`src/rtl/cla_pkg.sv`:
```
// Shared types and constants for the CLA self-test engine:
// FSM states, LFSR taps, corner vectors and LFSR step helper.
package cla_pkg;

  typedef enum logic [1:0] {
    IDLE,
    DRIVE,
    WAIT,
    CHECK
  } state_t;

  typedef struct packed {
    logic [31:0] a;
    logic [31:0] b;
    logic        cin;
  } vec_t;

  localparam logic [31:0] LFSR_TAPS = 32'h8020_0003;

  localparam logic [31:0] CORNER_A0 = 32'h0000_0000;
  localparam logic [31:0] CORNER_A1 = 32'hFFFF_FFFF;
  localparam logic [31:0] CORNER_A2 = 32'hFFFF_FFFF;
  localparam logic [31:0] CORNER_A3 = 32'h5555_5555;
  localparam logic [31:0] CORNER_B0 = 32'h0000_0000;
  localparam logic [31:0] CORNER_B1 = 32'h0000_0001;
  localparam logic [31:0] CORNER_B2 = 32'hFFFF_FFFF;
  localparam logic [31:0] CORNER_B3 = 32'hAAAA_AAAA;
  // bit i is the carry-in of corner vector i
  localparam logic [3:0]  CORNER_CIN = 4'b1100;

  localparam int unsigned NUM_CORNERS = 4;

  // right-shift Galois step
  function automatic logic [31:0] lfsr_next(
    input logic [31:0] q
  );
    return {1'b0, q[31:1]} ^ (q[0] ? LFSR_TAPS : 32'h0);
  endfunction

  function automatic vec_t corner_vec(
    input logic [1:0] i
  );
    vec_t v;
    v = '0;
    unique case (i)
      2'd0: v = '{CORNER_A0, CORNER_B0, CORNER_CIN[0]};
      2'd1: v = '{CORNER_A1, CORNER_B1, CORNER_CIN[1]};
      2'd2: v = '{CORNER_A2, CORNER_B2, CORNER_CIN[2]};
      2'd3: v = '{CORNER_A3, CORNER_B3, CORNER_CIN[3]};
    endcase
    return v;
  endfunction

endpackage

```
`src/rtl/cla_test_engine_lfsr32.sv`:
```
// cla_lfsr32: 32-bit Galois LFSR with seed load and double step.
// Ports: clk, rst (sync, high), load, step, seed[31:0], q[31:0].
module cla_lfsr32
  import cla_pkg::*;
(
  input  logic        clk,
  input  logic        rst,
  input  logic        load,
  input  logic        step,
  input  logic [31:0] seed,
  output logic [31:0] q
);

  // one vector consumes two LFSR steps, so step advances twice
  always_ff @(posedge clk) begin
    if (rst || load) begin
      q <= seed;
    end else if (step) begin
      q <= lfsr_next(lfsr_next(q));
    end
  end

endmodule

```
`src/rtl/cla_test_engine.sv`:
```
// Self-test engine for a WIDTH-bit carry-lookahead adder: drives
// corner then LFSR vectors on a/b/cin, checks {cout,s} (and G/P
// when CLA_GP_CHECK_EN is defined), reports busy/done/pass,
// err_count, vec_count and first_fail_idx. Sync active-high rst.
module cla_test_engine
  import cla_pkg::*;
#(
  parameter int unsigned WIDTH       = 32,
  parameter int unsigned NUM_VECTORS = 256,
  parameter int unsigned LATENCY     = 0,
  parameter logic [31:0] SEED        = 32'hACE1_0001
) (
  input  logic             clk,
  input  logic             rst,
  input  logic             start,
  output logic [WIDTH-1:0] a,
  output logic [WIDTH-1:0] b,
  output logic             cin,
  input  logic [WIDTH-1:0] s,
  input  logic             cout,
  input  logic [WIDTH-1:0] G,
  input  logic [WIDTH-1:0] P,
  output logic             busy,
  output logic             done,
  output logic             pass,
  output logic [15:0]      err_count,
  output logic [15:0]      vec_count,
  output logic [15:0]      first_fail_idx
);

  localparam logic [15:0] LAST_IDX = 16'(NUM_VECTORS - 1);
  localparam logic [2:0]  LAT_M1   = 3'(LATENCY - 1);
  localparam logic [15:0] NONE     = 16'hFFFF;

  state_t      state;
  state_t      nxt;
  logic [2:0]  wcnt;
  logic [15:0] idx;
  logic [15:0] nidx;
  logic [31:0] lq;
  logic [31:0] s1;
  logic [31:0] s2;
  logic        lload;
  logic        lstep;
  logic        use_corner;
  vec_t        nv;
  logic [WIDTH:0] gold;
  logic        gp_bad;
  logic        mism;
  logic        last;
  logic        unused_bits;

  cla_lfsr32 u_lfsr (
    .clk  (clk),
    .rst  (rst),
    .load (lload),
    .step (lstep),
    .seed (SEED),
    .q    (lq)
  );

  assign s1 = lfsr_next(lq);
  assign s2 = lfsr_next(s1);

  assign last = (idx == LAST_IDX);
  assign busy = (state != IDLE);

  always_comb begin
    nxt = state;
    unique case (state)
      IDLE:  if (start) nxt = DRIVE;
      DRIVE: nxt = (LATENCY > 0) ? WAIT : CHECK;
      WAIT:  if (wcnt == LAT_M1) nxt = CHECK;
      CHECK: nxt = last ? IDLE : DRIVE;
      default: nxt = IDLE;
    endcase
  end

  // index of the vector about to be driven
  assign nidx = (state == CHECK) ? idx + 16'd1 : 16'd0;
  assign use_corner = (nidx < 16'(NUM_CORNERS));

  always_comb begin
    nv = '0;
    unique case (1'b1)
      use_corner: nv = corner_vec(nidx[1:0]);
      default:    nv = '{s1, s2, s2[31]};
    endcase
  end

  assign lload = (state == IDLE) && start;
  // LFSR only moves when it actually supplies a vector
  assign lstep = (state == CHECK) && !last
              && !use_corner;

  assign gold = {1'b0, a} + {1'b0, b}
              + {{WIDTH{1'b0}}, cin};

`ifdef CLA_GP_CHECK_EN
  assign gp_bad = (G != (a & b)) || (P != (a ^ b));
  assign unused_bits = ^{nv, s1, s2};
`else
  assign gp_bad = 1'b0;
  assign unused_bits = ^{nv, s1, s2, G, P};
`endif

  assign mism = ({cout, s} != gold) || gp_bad;

  always_ff @(posedge clk) begin
    if (rst) begin
      state          <= IDLE;
      a              <= '0;
      b              <= '0;
      cin            <= 1'b0;
      wcnt           <= '0;
      idx            <= '0;
      done           <= 1'b0;
      pass           <= 1'b0;
      err_count      <= '0;
      vec_count      <= '0;
      first_fail_idx <= NONE;
    end else begin
      state <= nxt;
      done  <= 1'b0;
      if (lload) begin
        err_count      <= '0;
        vec_count      <= '0;
        pass           <= 1'b0;
        first_fail_idx <= NONE;
      end
      if (nxt == DRIVE) begin
        idx  <= nidx;
        a    <= nv.a[WIDTH-1:0];
        b    <= nv.b[WIDTH-1:0];
        cin  <= nv.cin;
        wcnt <= '0;
      end
      if (state == WAIT) begin
        wcnt <= wcnt + 3'd1;
      end
      if (state == CHECK) begin
        vec_count <= vec_count + 16'd1;
        if (mism) begin
          if (err_count != NONE) begin
            err_count <= err_count + 16'd1;
          end
          if (first_fail_idx == NONE) begin
            first_fail_idx <= idx;
          end
        end
        if (last) begin
          done <= 1'b1;
          pass <= (err_count == 16'd0) && !mism;
        end
      end
    end
  end

endmodule

```
`config.mk`:
```
export PLATFORM = sky130hd
export DESIGN_NAME = cla_test_engine
export DESIGN_NICKNAME = d
export VERILOG_FILES = /design/src/rtl/cla_pkg.sv /design/src/rtl/cla_test_engine_lfsr32.sv /design/src/rtl/cla_test_engine.sv
export SDC_FILE = /design/constraint.sdc
export NUM_CORES = 1
export LEC_CHECK = 0
export BUFFER_PORTS_ARGS = -buffer_cell sky130_fd_sc_hd__buf_2
export CORE_UTILIZATION = 60
export DETAILED_ROUTE_END_ITERATION = 8
export PLACE_DENSITY_LB_ADDON = 0.08
export SLEW_MARGIN = 20
export SYNTH_ARGS = -nofsm -noshare
export SYNTH_HDL_FRONTEND = slang
export SYNTH_SLANG_ARGS = --single-unit
```
`constraint.sdc`:
```
create_clock -name clk -period 7.1 [get_ports clk]
set_input_delay 0.71 -clock clk [delete_from_list [all_inputs] [get_ports clk]]
set_output_delay 0.71 -clock clk [all_outputs]
set_load 0.01 [all_outputs]
```
==> results of run 1 <==
## worst max path at each step
stage,cells past startpoint,to,startpoint
5_1_grt,14,pass,b[31]
6_report,14,pass,b[31]
3_5_place_dp,14,err_count[3],b[31]
2_1_floorplan,15,err_count[3],b[31]
3_3_place_gp,14,err_count[3],b[31]
4_1_cts,14,err_count[3],b[31]
## power by group through the flow
stage               logic, mW  registers (mW)  clock network (mW)
detailed placement       1.37            1.16                   0
CTS                      1.38            1.14               0.953
finish                   1.41            1.15               0.948
global placement         1.36            1.16                   0
global route             1.53            1.16               0.993
floorplan               0.958            1.18                   0
## registers in the layout (all words and copies together), names as in the netlist
signal and flops:
pass 1, a 32, done 1, b 32, wcnt 3, vec_count 16
err_count 16, state 2, u_lfsr.q 32, idx 16, first_fail_idx 16
## critical path, stage by stage, from the launching register on
cell      delay, ns
dfxtp_1        0.42
inv_1          0.11
fa_1           0.24
inv_1          0.07
fa_1           0.45
a211oi_2       0.33
o21ai_2        0.16
a22o_1         0.30
o211ai_1       0.26
o211ai_1       0.13
or4_1          0.58
nor4b_2        0.28
nand4b_1       0.79
or3_1          0.63
a21oi_1        0.15
## synth_stat cells (all sizes together), types with 28 or more instances
library cell / count
xor2: 30
xnor2: 28
o211ai: 31
nand4: 33
buf: 31
nand3: 72
ha: 45
nor3: 36
a21oi: 112
nor2: 93
a31oi: 35
clkbuf: 60
nand2: 204
dfxtp: 167
o21ai: 78
## metrics by stage
step,util [%],cells
after global placement,65.9,1619
after detailed placement,65.9,1619
after CTS,69.5,1651
after global routing,69.6,1651
final,69.6,1651
after floorplan,-,1332
## per-layer routing
| layer | vias to the layer above | global-route usage, % |
|---|---|---|
| li1 | 5017 | - |
| met1 | 4990 | 52.7 |
| met2 | 434 | 52.7 |
| met3 | 44 | 4.44 |
| met4 | 0 | 10.1 |
| met5 | - | 0 |
## cell type report
type | count | area share [%]
clock buffer | 17 | 3.67
multi-input combinational | 1048 | 55.7
clock inverter | 15 | 1.52
inverter | 26 | 0.843
timing repair buffer | 158 | 6.98
tap | 220 | 2.38
sequential | 167 | 28.9
## cell families after synthesis
group	count (synthesis)	share of synthesized area (%)
AND/OR/NAND/NOR	566	26.9
adder cells (fa/ha/maj)	48	5.96
buffers and inverters	117	5.00
AO/OA/AOI/OAI	364	23.5
XOR/XNOR	58	4.94
multiplexers	12	1.22
flip-flops	167	32.5
==> flow_summary_export.csv, run 1 <==
group,metric,value,unit
outcome,status,"finished clean",
global_routing,grt_pass1_wl,49600,µm
synth,yosysSeqAreaShare,32.5,%
clocking,clk_latency,0.44,ns
synth,synth_area_leaders,"dfxtp_1 (32%), nand2_1 (7.4%), ha_1 (5.5%)",
timing,drv_slew,0,
power,internal_power,2.01,mW
timing,worst_hold_slack,0.466,ns
worst_setup_path,reg2reg_from,"b[31]",
final_layout,layout_common_cells,"nand2_1 (203), dfxtp_1 (167), buf_2 (151), a21oi_1 (106), nor2_1 (89)",
worst_setup_path,worstPathArrival,5.36,ns
routing,m1WireLength,14700,µm
synth,yosys.area.top_type,"dfxtp_1",
global_routing,grt_max_degree,95,
timing,finalWorstSetupSlack,2.10,ns
clocking,cts_post_setup_buffers_inserted,0,
synth,syn_area_per_cell,7.73,µm²
power,power.leakage,4.71,nW
synth,synthFlopType,"dfxtp_1",
final_layout,nNetsFinal,1565,
synth,netlist_area,10300,µm²
routing,first_pass_iters,6,
floorplanning,initial_core_util,61.8,%
floorplanning,die_height,133,µm
timing,fin_crit,5.00,ns
power,switchingPower,1.49,mW
synth,ys_types,87,
worst_setup_path,r2r-end,"pass",
place,port_buffers,151,
clocking,cts_tree,"done",
routing,wl_met2,13700,µm
timing,setup_viol,0,
worst_setup_path,reg2regPathDepth,14,
routing,final_antenna_net_count,0,
routing,vias,10500,
floorplanning,die_area,17700,µm²
final_layout,final-seq-area,3340,µm²
place,gp_congestion,0.968,
job,cap_violations,0,
clocking,cts_made_buffers,17,
timing,min_period_over_period,70.4,%
routing,top_layer,"met4",
final_layout,drive_gt1_share,17.5,%
clocking,clock_path_buffers,2,
final_layout,design_area,11600,µm²
synth,yosysWarnings,0,
routing,wl_per_cell,19.0,µm
global_routing,antenna_found_initial,0,
clocking,cts.sinks,167,
timing,slew_headroom,22.9,%
power,p_seq_share,32.7,%
synth,ys_ff_latch,167,
timing,fmax,0.200,GHz
global_routing,track_usage,35.3,%
power,power,3.50,mW
timing,tns,0,ns
synth,synth_edf_count,0,
place,post-place-ws,2.15,ns
min_path,hold_end,"u_lfsr.q[15]",
timing,rsz0062_at_grt,"false",
routing,wirelength,31300,µm
timing,final-hold-violation-count,0,
clocking,htreeDepth,4,
final_layout,syn_to_final_growth,12.5,%
floorplanning,coreArea,16600,µm²
final_layout,multi_input_area,6460,µm²
routing,wl_met3,2310,µm
routing,drt-initial-drc-count,1064,
place,placed_area,11000,µm²
clocking,cts-resized-gates,0,
synth,synthesis.instances,1332,
synth,yosysTopAreaCellShare,32.5,%
final_layout,antenna_cells,0,
worst_setup_path,cp-end-kind,"register",
floorplanning,die_x,133,µm
clocking,clockRootBuffer,"clkbuf_16",
min_path,hold_path.class,"register to register",
final_layout,final_common_cell,"nand2_1",
floorplanning,num_io_pins,216,
worst_setup_path,cp_max_fo,20,
global_routing,grt_pass1_vias,9319,
power,switching_share,42.4,%
floorplanning,core.rowCount,47,
min_path,min_from,"u_lfsr.q[17]",
place,dpl.hpwl,22900,µm
worst_setup_path,critical_path_class,"register to register",
power,power.density,302,nW/µm²
timing,tightest_slew,1.15,ns
worst_setup_path,critPathLaunchType,"register",
routing,drc,0,
clocking,holdBufCountCts,0,
power,pwr-share-comb,40.2,%
global_routing,gr-total-overflow,0,
worst_setup_path,r2r_slack,2.10,ns
worst_setup_path,required,7.46,ns
clocking,path_clk_slew,0.07,ns
routing,drt-vias-per-instance,6.35,
final_layout,filler_cell_count,1382,
min_path,whs_path_depth,2,
synth,synth_fp_nets,1479,
timing,skew,0.0156,ns
synth,synthArstFlopShare,0,%
power,power.clock.fraction,27.1,%
power,max-vdd-ir-drop,433,µV
Power figures use the tool's default switching activity.
==> run 2: changes to the inputs <==
--- a/config.mk
+++ b/config.mk
@@ -6,7 +6,7 @@
 export NUM_CORES = 1
 export LEC_CHECK = 0
 export BUFFER_PORTS_ARGS = -buffer_cell sky130_fd_sc_hd__buf_2
-export CORE_UTILIZATION = 60
+export CORE_UTILIZATION = 56
 export DETAILED_ROUTE_END_ITERATION = 8
 export PLACE_DENSITY_LB_ADDON = 0.08
 export SLEW_MARGIN = 20
==> constraint.sdc (replaced) <==
create_clock -name clk -period 4.9 [get_ports clk]
set_input_delay 0.49 -clock clk [delete_from_list [all_inputs] [get_ports clk]]
set_output_delay 0.49 -clock clk [all_outputs]
set_load 0.01 [all_outputs]
==> flow_summary_export.csv, run 2 (synthesis gave the netlist of run 1 again) <==
group,metric,value,unit
timing,slew_headroom,29.1,%
worst_setup_path,reg2reg_from,"a[0]",
routing,wirelength,32000,µm
worst_setup_path,cp_top_family,"compound AO/OA/AOI/OAI gates",
clocking,path_clk_slew,0.07,ns
min_path,whs_path_depth,2,
place,post-place-ws,0.617,ns
routing,drt-initial-drc-count,991,
clocking,cts_post_setup_buffers_inserted,0,
clocking,htreeDepth,4,
floorplanning,die_height,138,µm
routing,vias,10400,
clocking,clk_latency,0.44,ns
routing,wl_per_cell,19.2,µm
global_routing,grt_max_degree,95,
place,port_buffers,151,
worst_setup_path,required,5.23,ns
outcome,status,"finished clean",
timing,tns,0,ns
timing,fmax,0.232,GHz
clocking,clockRootBuffer,"clkbuf_16",
worst_setup_path,path_cells,"inv_1 > fa_1 > inv_1 > fa_1 > a211oi_2 > o21ai_2 > a22o_1 > o211ai_1 > o211ai_1 > or4_1 > nor4b_2 > and4b_1 > buf_4 > buf_4 > nor4_1 > a41o_1",
worst_setup_path,critPathLaunchType,"register",
job,cap_violations,0,
worst_setup_path,r2r-end,"err_count[12]",
floorplanning,die_x,138,µm
power,switchingPower,2.12,mW
worst_setup_path,critical_path_class,"register to register",
worst_setup_path,reg2regPathDepth,16,
floorplanning,coreArea,18000,µm²
power,max-vdd-ir-drop,356,µV
min_path,hold_path.class,"register to register",
global_routing,grt_pass1_vias,8835,
power,power.density,434,nW/µm²
routing,drt-vias-per-instance,6.23,
clocking,cts.sinks,167,
min_path,min_from,"u_lfsr.q[9]",
place,gp_congestion,0.987,
routing,drc,0,
timing,fin_crit,4.30,ns
power,internal_power,2.93,mW
floorplanning,num_io_pins,216,
worst_setup_path,cpMaxStageDelayCell,"or4_1",
power,pwr-share-comb,40.2,%
global_routing,track_usage,33.4,%
final_layout,reg.largest.list,"a (32), b (32), u_lfsr.q (32)",
timing,min_period_over_period,87.8,%
timing,skew,0.0139,ns
min_path,hold_end,"u_lfsr.q[7]",
final_layout,syn_to_final_growth,13.0,%
floorplanning,initial_core_util,57.3,%
worst_setup_path,cp-end-kind,"register",
power,p_seq_share,33.0,%
power,power.clock.fraction,26.8,%
final_layout,fin_util,64.7,%
timing,final-hold-violation-count,0,
final_layout,layout_common_cells,"nand2_1 (203), dfxtp_1 (167), buf_2 (151), a21oi_1 (106), nor2_1 (89)",
clocking,cts_tree,"done",
clocking,cts_made_buffers,17,
final_layout,final_common_cell,"nand2_1",
clocking,clock_path_buffers,2,
global_routing,gr-total-overflow,0,
final_layout,filler_cell_count,1625,
worst_setup_path,cp_max_fo,19,
place,dpl.hpwl,23700,µm
timing,drv_slew,0,
final_layout,antenna_cells,0,
worst_setup_path,worstPathArrival,4.63,ns
floorplanning,core.rowCount,49,
timing,tightest_slew,1.06,ns
floorplanning,die_area,18900,µm²
timing,rsz0062_at_grt,"false",
worst_setup_path,path_buf_inv,4,
power,power.leakage,4.74,nW
clocking,holdBufCountCts,0,
global_routing,antenna_found_initial,0,
power,switching_share,42.0,%
worst_setup_path,r2r_slack,0.60,ns
clocking,cts-resized-gates,0,
timing,setup_viol,0,
routing,final_antenna_net_count,0,
worst_setup_path,critPathMaxStageDelay,0.57,ns
final_layout,nNetsFinal,1571,
final_layout,drive_gt1_share,17.8,%
timing,finalWorstSetupSlack,0.597,ns
global_routing,grt_pass1_wl,48500,µm
routing,first_pass_iters,7,
-- run 2: cell count changes in the layout (fill, tap and decap cells not counted), sizes merged --
cell,previous run,this run
buf,158,164
inv,36,33
clkinvlp,0,1
clkinv,4,5
clkbuf,17,18
-- run 2: how the worst max path moves through the flow --
| stage | start | end | slack, ns | cells past startpoint |
|---|---|---|---|---|
| final | a[0] | err_count[12] | 0.60 | 16 |
| after global routing | a[0] | err_count[12] | 0.39 | 16 |
| after CTS | a[0] | err_count[12] | 0.60 | 16 |
| after detailed placement | a[0] | err_count[12] | 0.62 | 16 |
| after global placement | a[0] | err_count[12] | 0.68 | 16 |
| after floorplan | b[31] | err_count[3] | 1.28 | 15 |
-- run 2: layer usage --
| metal | up-vias | part of all wire (%) | GRT usage [%] |
|---|---|---|---|
| met5 | - | 0 | 0 |
| met4 | 0 | 1.3 | 7.14 |
| met3 | 31 | 7.8 | 4.82 |
| met2 | 414 | 43 | 49.8 |
| met1 | 4895 | 47 | 50.4 |
| li1 | 5042 | - | - |
-- run 2: power by group through the flow --
| stage | sequential, mW | clock, mW | combinational (mW) |
|---|---|---|---|
| 2_1_floorplan | 1.70 | 0 | 1.39 |
| 3_3_place_gp | 1.69 | 0 | 1.98 |
| 3_5_place_dp | 1.69 | 0 | 1.98 |
| 4_1_cts | 1.66 | 1.37 | 1.99 |
| 5_1_grt | 1.68 | 1.42 | 2.22 |
| 6_report | 1.67 | 1.35 | 2.03 |
-- run 2: worst min-delay path: stages (launching register included) --
cell     delay, ns
dfxtp_1       0.31
nand2_1       0.05
a21oi_1       0.05
-- run 2: per-stage QoR --
| stage | std cells | power (mW) | cell area (µm²) | hold WS (ns) |
|---|---|---|---|---|
| 5_1_grt | 1666 | 5.32 | 11600 | 0.486 |
| 3_3_place_gp | 1634 | 3.66 | 11000 | 0.446 |
| 3_5_place_dp | 1634 | 3.67 | 11000 | 0.457 |
| 4_1_cts | 1666 | 5.02 | 11600 | 0.466 |
| 6_report | 1666 | 5.05 | 11600 | 0.462 |
| 2_1_floorplan | 1332 | 3.09 | 10300 | 0.440 |
-- run 2: layout make-up --
class	instances	area, µm²	share of cell area, %
sequential	167	3340	28.7
clock inverter	14	160	1.38
tap	229	287	2.46
inverter	26	97.6	0.839
timing repair buffer	164	853	7.34
clock buffer	18	439	3.78
multi-input combinational	1048	6450	55.5
==> run 3: changes to the inputs <==
--- a/config.mk
+++ b/config.mk
@@ -8,7 +8,7 @@
 export BUFFER_PORTS_ARGS = -buffer_cell sky130_fd_sc_hd__buf_2
 export CORE_UTILIZATION = 56
 export DETAILED_ROUTE_END_ITERATION = 8
-export PLACE_DENSITY_LB_ADDON = 0.08
+export PLACE_DENSITY = 0.88
 export SLEW_MARGIN = 20
 export SYNTH_ARGS = -nofsm -noshare
 export SYNTH_HDL_FRONTEND = slang
==> flow_summary_export.csv, run 3 (synthesis gave the netlist of run 1 again) <==
group,metric,value,unit
outcome,status,"finished clean",
routing,wl_per_cell,19.5,µm
timing,slew_headroom,29.7,%
routing,drc,0,
final_layout,design_area,11700,µm²
clocking,clock_path_buffers,2,
worst_setup_path,critical_path_class,"register to register",
worst_setup_path,cp_max_fo,23,
floorplanning,die_x,138,µm
timing,final-hold-violation-count,0,
worst_setup_path,reg2regPathDepth,15,
routing,wirelength,32500,µm
final_layout,layout.cells.non_filler,1665,
global_routing,grt_pass1_wl,49500,µm
clocking,cts_tree,"done",
timing,finalWorstSetupSlack,0.518,ns
worst_setup_path,cp-end-kind,"register",
final_layout,syn_to_final_growth,13.4,%
final_layout,antenna_cells,0,
place,post-place-ws,0.589,ns
power,power,5.14,mW
floorplanning,die_area,18900,µm²
worst_setup_path,worstPathArrival,4.71,ns
clocking,cts_post_setup_buffers_inserted,0,
worst_setup_path,required,5.23,ns
routing,drt-initial-drc-count,1243,
global_routing,gr-total-overflow,0,
clocking,path_clk_slew,0.06,ns
clocking,cts_made_buffers,17,
clocking,clk_latency,0.43,ns
global_routing,track_usage,33.9,%
place,gp_congestion,0.997,
final_layout,drive_gt1_share,17.8,%
clocking,cts-resized-gates,0,
timing,min_period_over_period,89.4,%
timing,skew,0.0125,ns
power,power.leakage,4.75,nW
floorplanning,die_height,138,µm
timing,drv_slew,0,
clocking,htreeDepth,4,
job,cap_violations,0,
global_routing,grt_pass1_vias,9601,
timing,rsz0062_at_grt,"false",
floorplanning,num_io_pins,216,
timing,worst_hold_slack,0.467,ns
routing,first_pass_iters,6,
routing,vias,10900,
worst_setup_path,critPathLaunchType,"register",
final_layout,reg.largest.list,"a (32), b (32), u_lfsr.q (32)",
timing,fin_crit,4.38,ns
timing,tns,0,ns
min_path,whs_path_depth,2,
floorplanning,initial_core_util,57.3,%
global_routing,antenna_found_initial,0,
place,placed_area,11000,µm²
place,dpl.hpwl,23800,µm
global_routing,grt_max_degree,79,
routing,drt-vias-per-instance,6.53,
clocking,clockRootBuffer,"clkbuf_16",
routing,final_antenna_net_count,0,
clocking,cts.sinks,167,
place,dp.cells,1634,
clocking,holdBufCountCts,0,
floorplanning,core.rowCount,49,
min_path,hold_path.class,"register to register",
floorplanning,coreArea,18000,µm²
final_layout,layout_common_cells,"nand2_1 (203), dfxtp_1 (167), buf_2 (151), a21oi_1 (106), nor2_1 (89)",
final_layout,fin_util,65.0,%
timing,setup_viol,0,
final_layout,final_common_cell,"nand2_1",
final_layout,nNetsFinal,1571,
power,max-vdd-ir-drop,478,µV
place,port_buffers,151,
power,power.density,441,nW/µm²
timing,tightest_slew,1.05,ns
timing,fmax,0.228,GHz
==> run 3: worst paths after layout <==
check	startpoint	to	slack, ns
max	a[0]	err_count[12]	0.52
min	pass	pass	0.47
max reg2reg	a[0]	err_count[12]	0.52
min reg2reg	pass	pass	0.47
==> run 3: routing by layer <==
metal / GRT usage [%] / routed length (µm)
met1: 45.3 / 13600
met2: 53.2 / 14700
met3: 6.00 / 2850
met4: 14.9 / 1280
met5: 0 / 0
==> run 3: final cells by class <==
type | count | area (µm²)
inverter | 26 | 97.6
clock buffer | 21 | 480
multi-input combinational | 1048 | 6450
clock inverter | 10 | 143
tap | 229 | 287
fill | 1514 | 6300
sequential | 167 | 3340
timing repair buffer | 164 | 866
==> run 3: critical path: stages (launching register included) <==
cell and delay [ns]:
dfxtp_1 0.34, inv_1 0.08, fa_1 0.21, inv_1 0.06, fa_1 0.43, a211oi_2 0.35, o21ai_2 0.17, xnor2_1 0.37
o221ai_1 0.23, a2111oi_0 0.42, nand4_1 0.17, nor4b_2 0.43, and4b_1 0.49, buf_12 0.21, nor4_1 0.06, a41o_1 0.24
==> run 3: where the power goes <==
part           switching, mW  total (mW)  internal (mW)
registers              0.189        1.70           1.51
clock network          0.547        1.40          0.856
logic                   1.36        2.04          0.676
total                   2.10        5.14           3.04
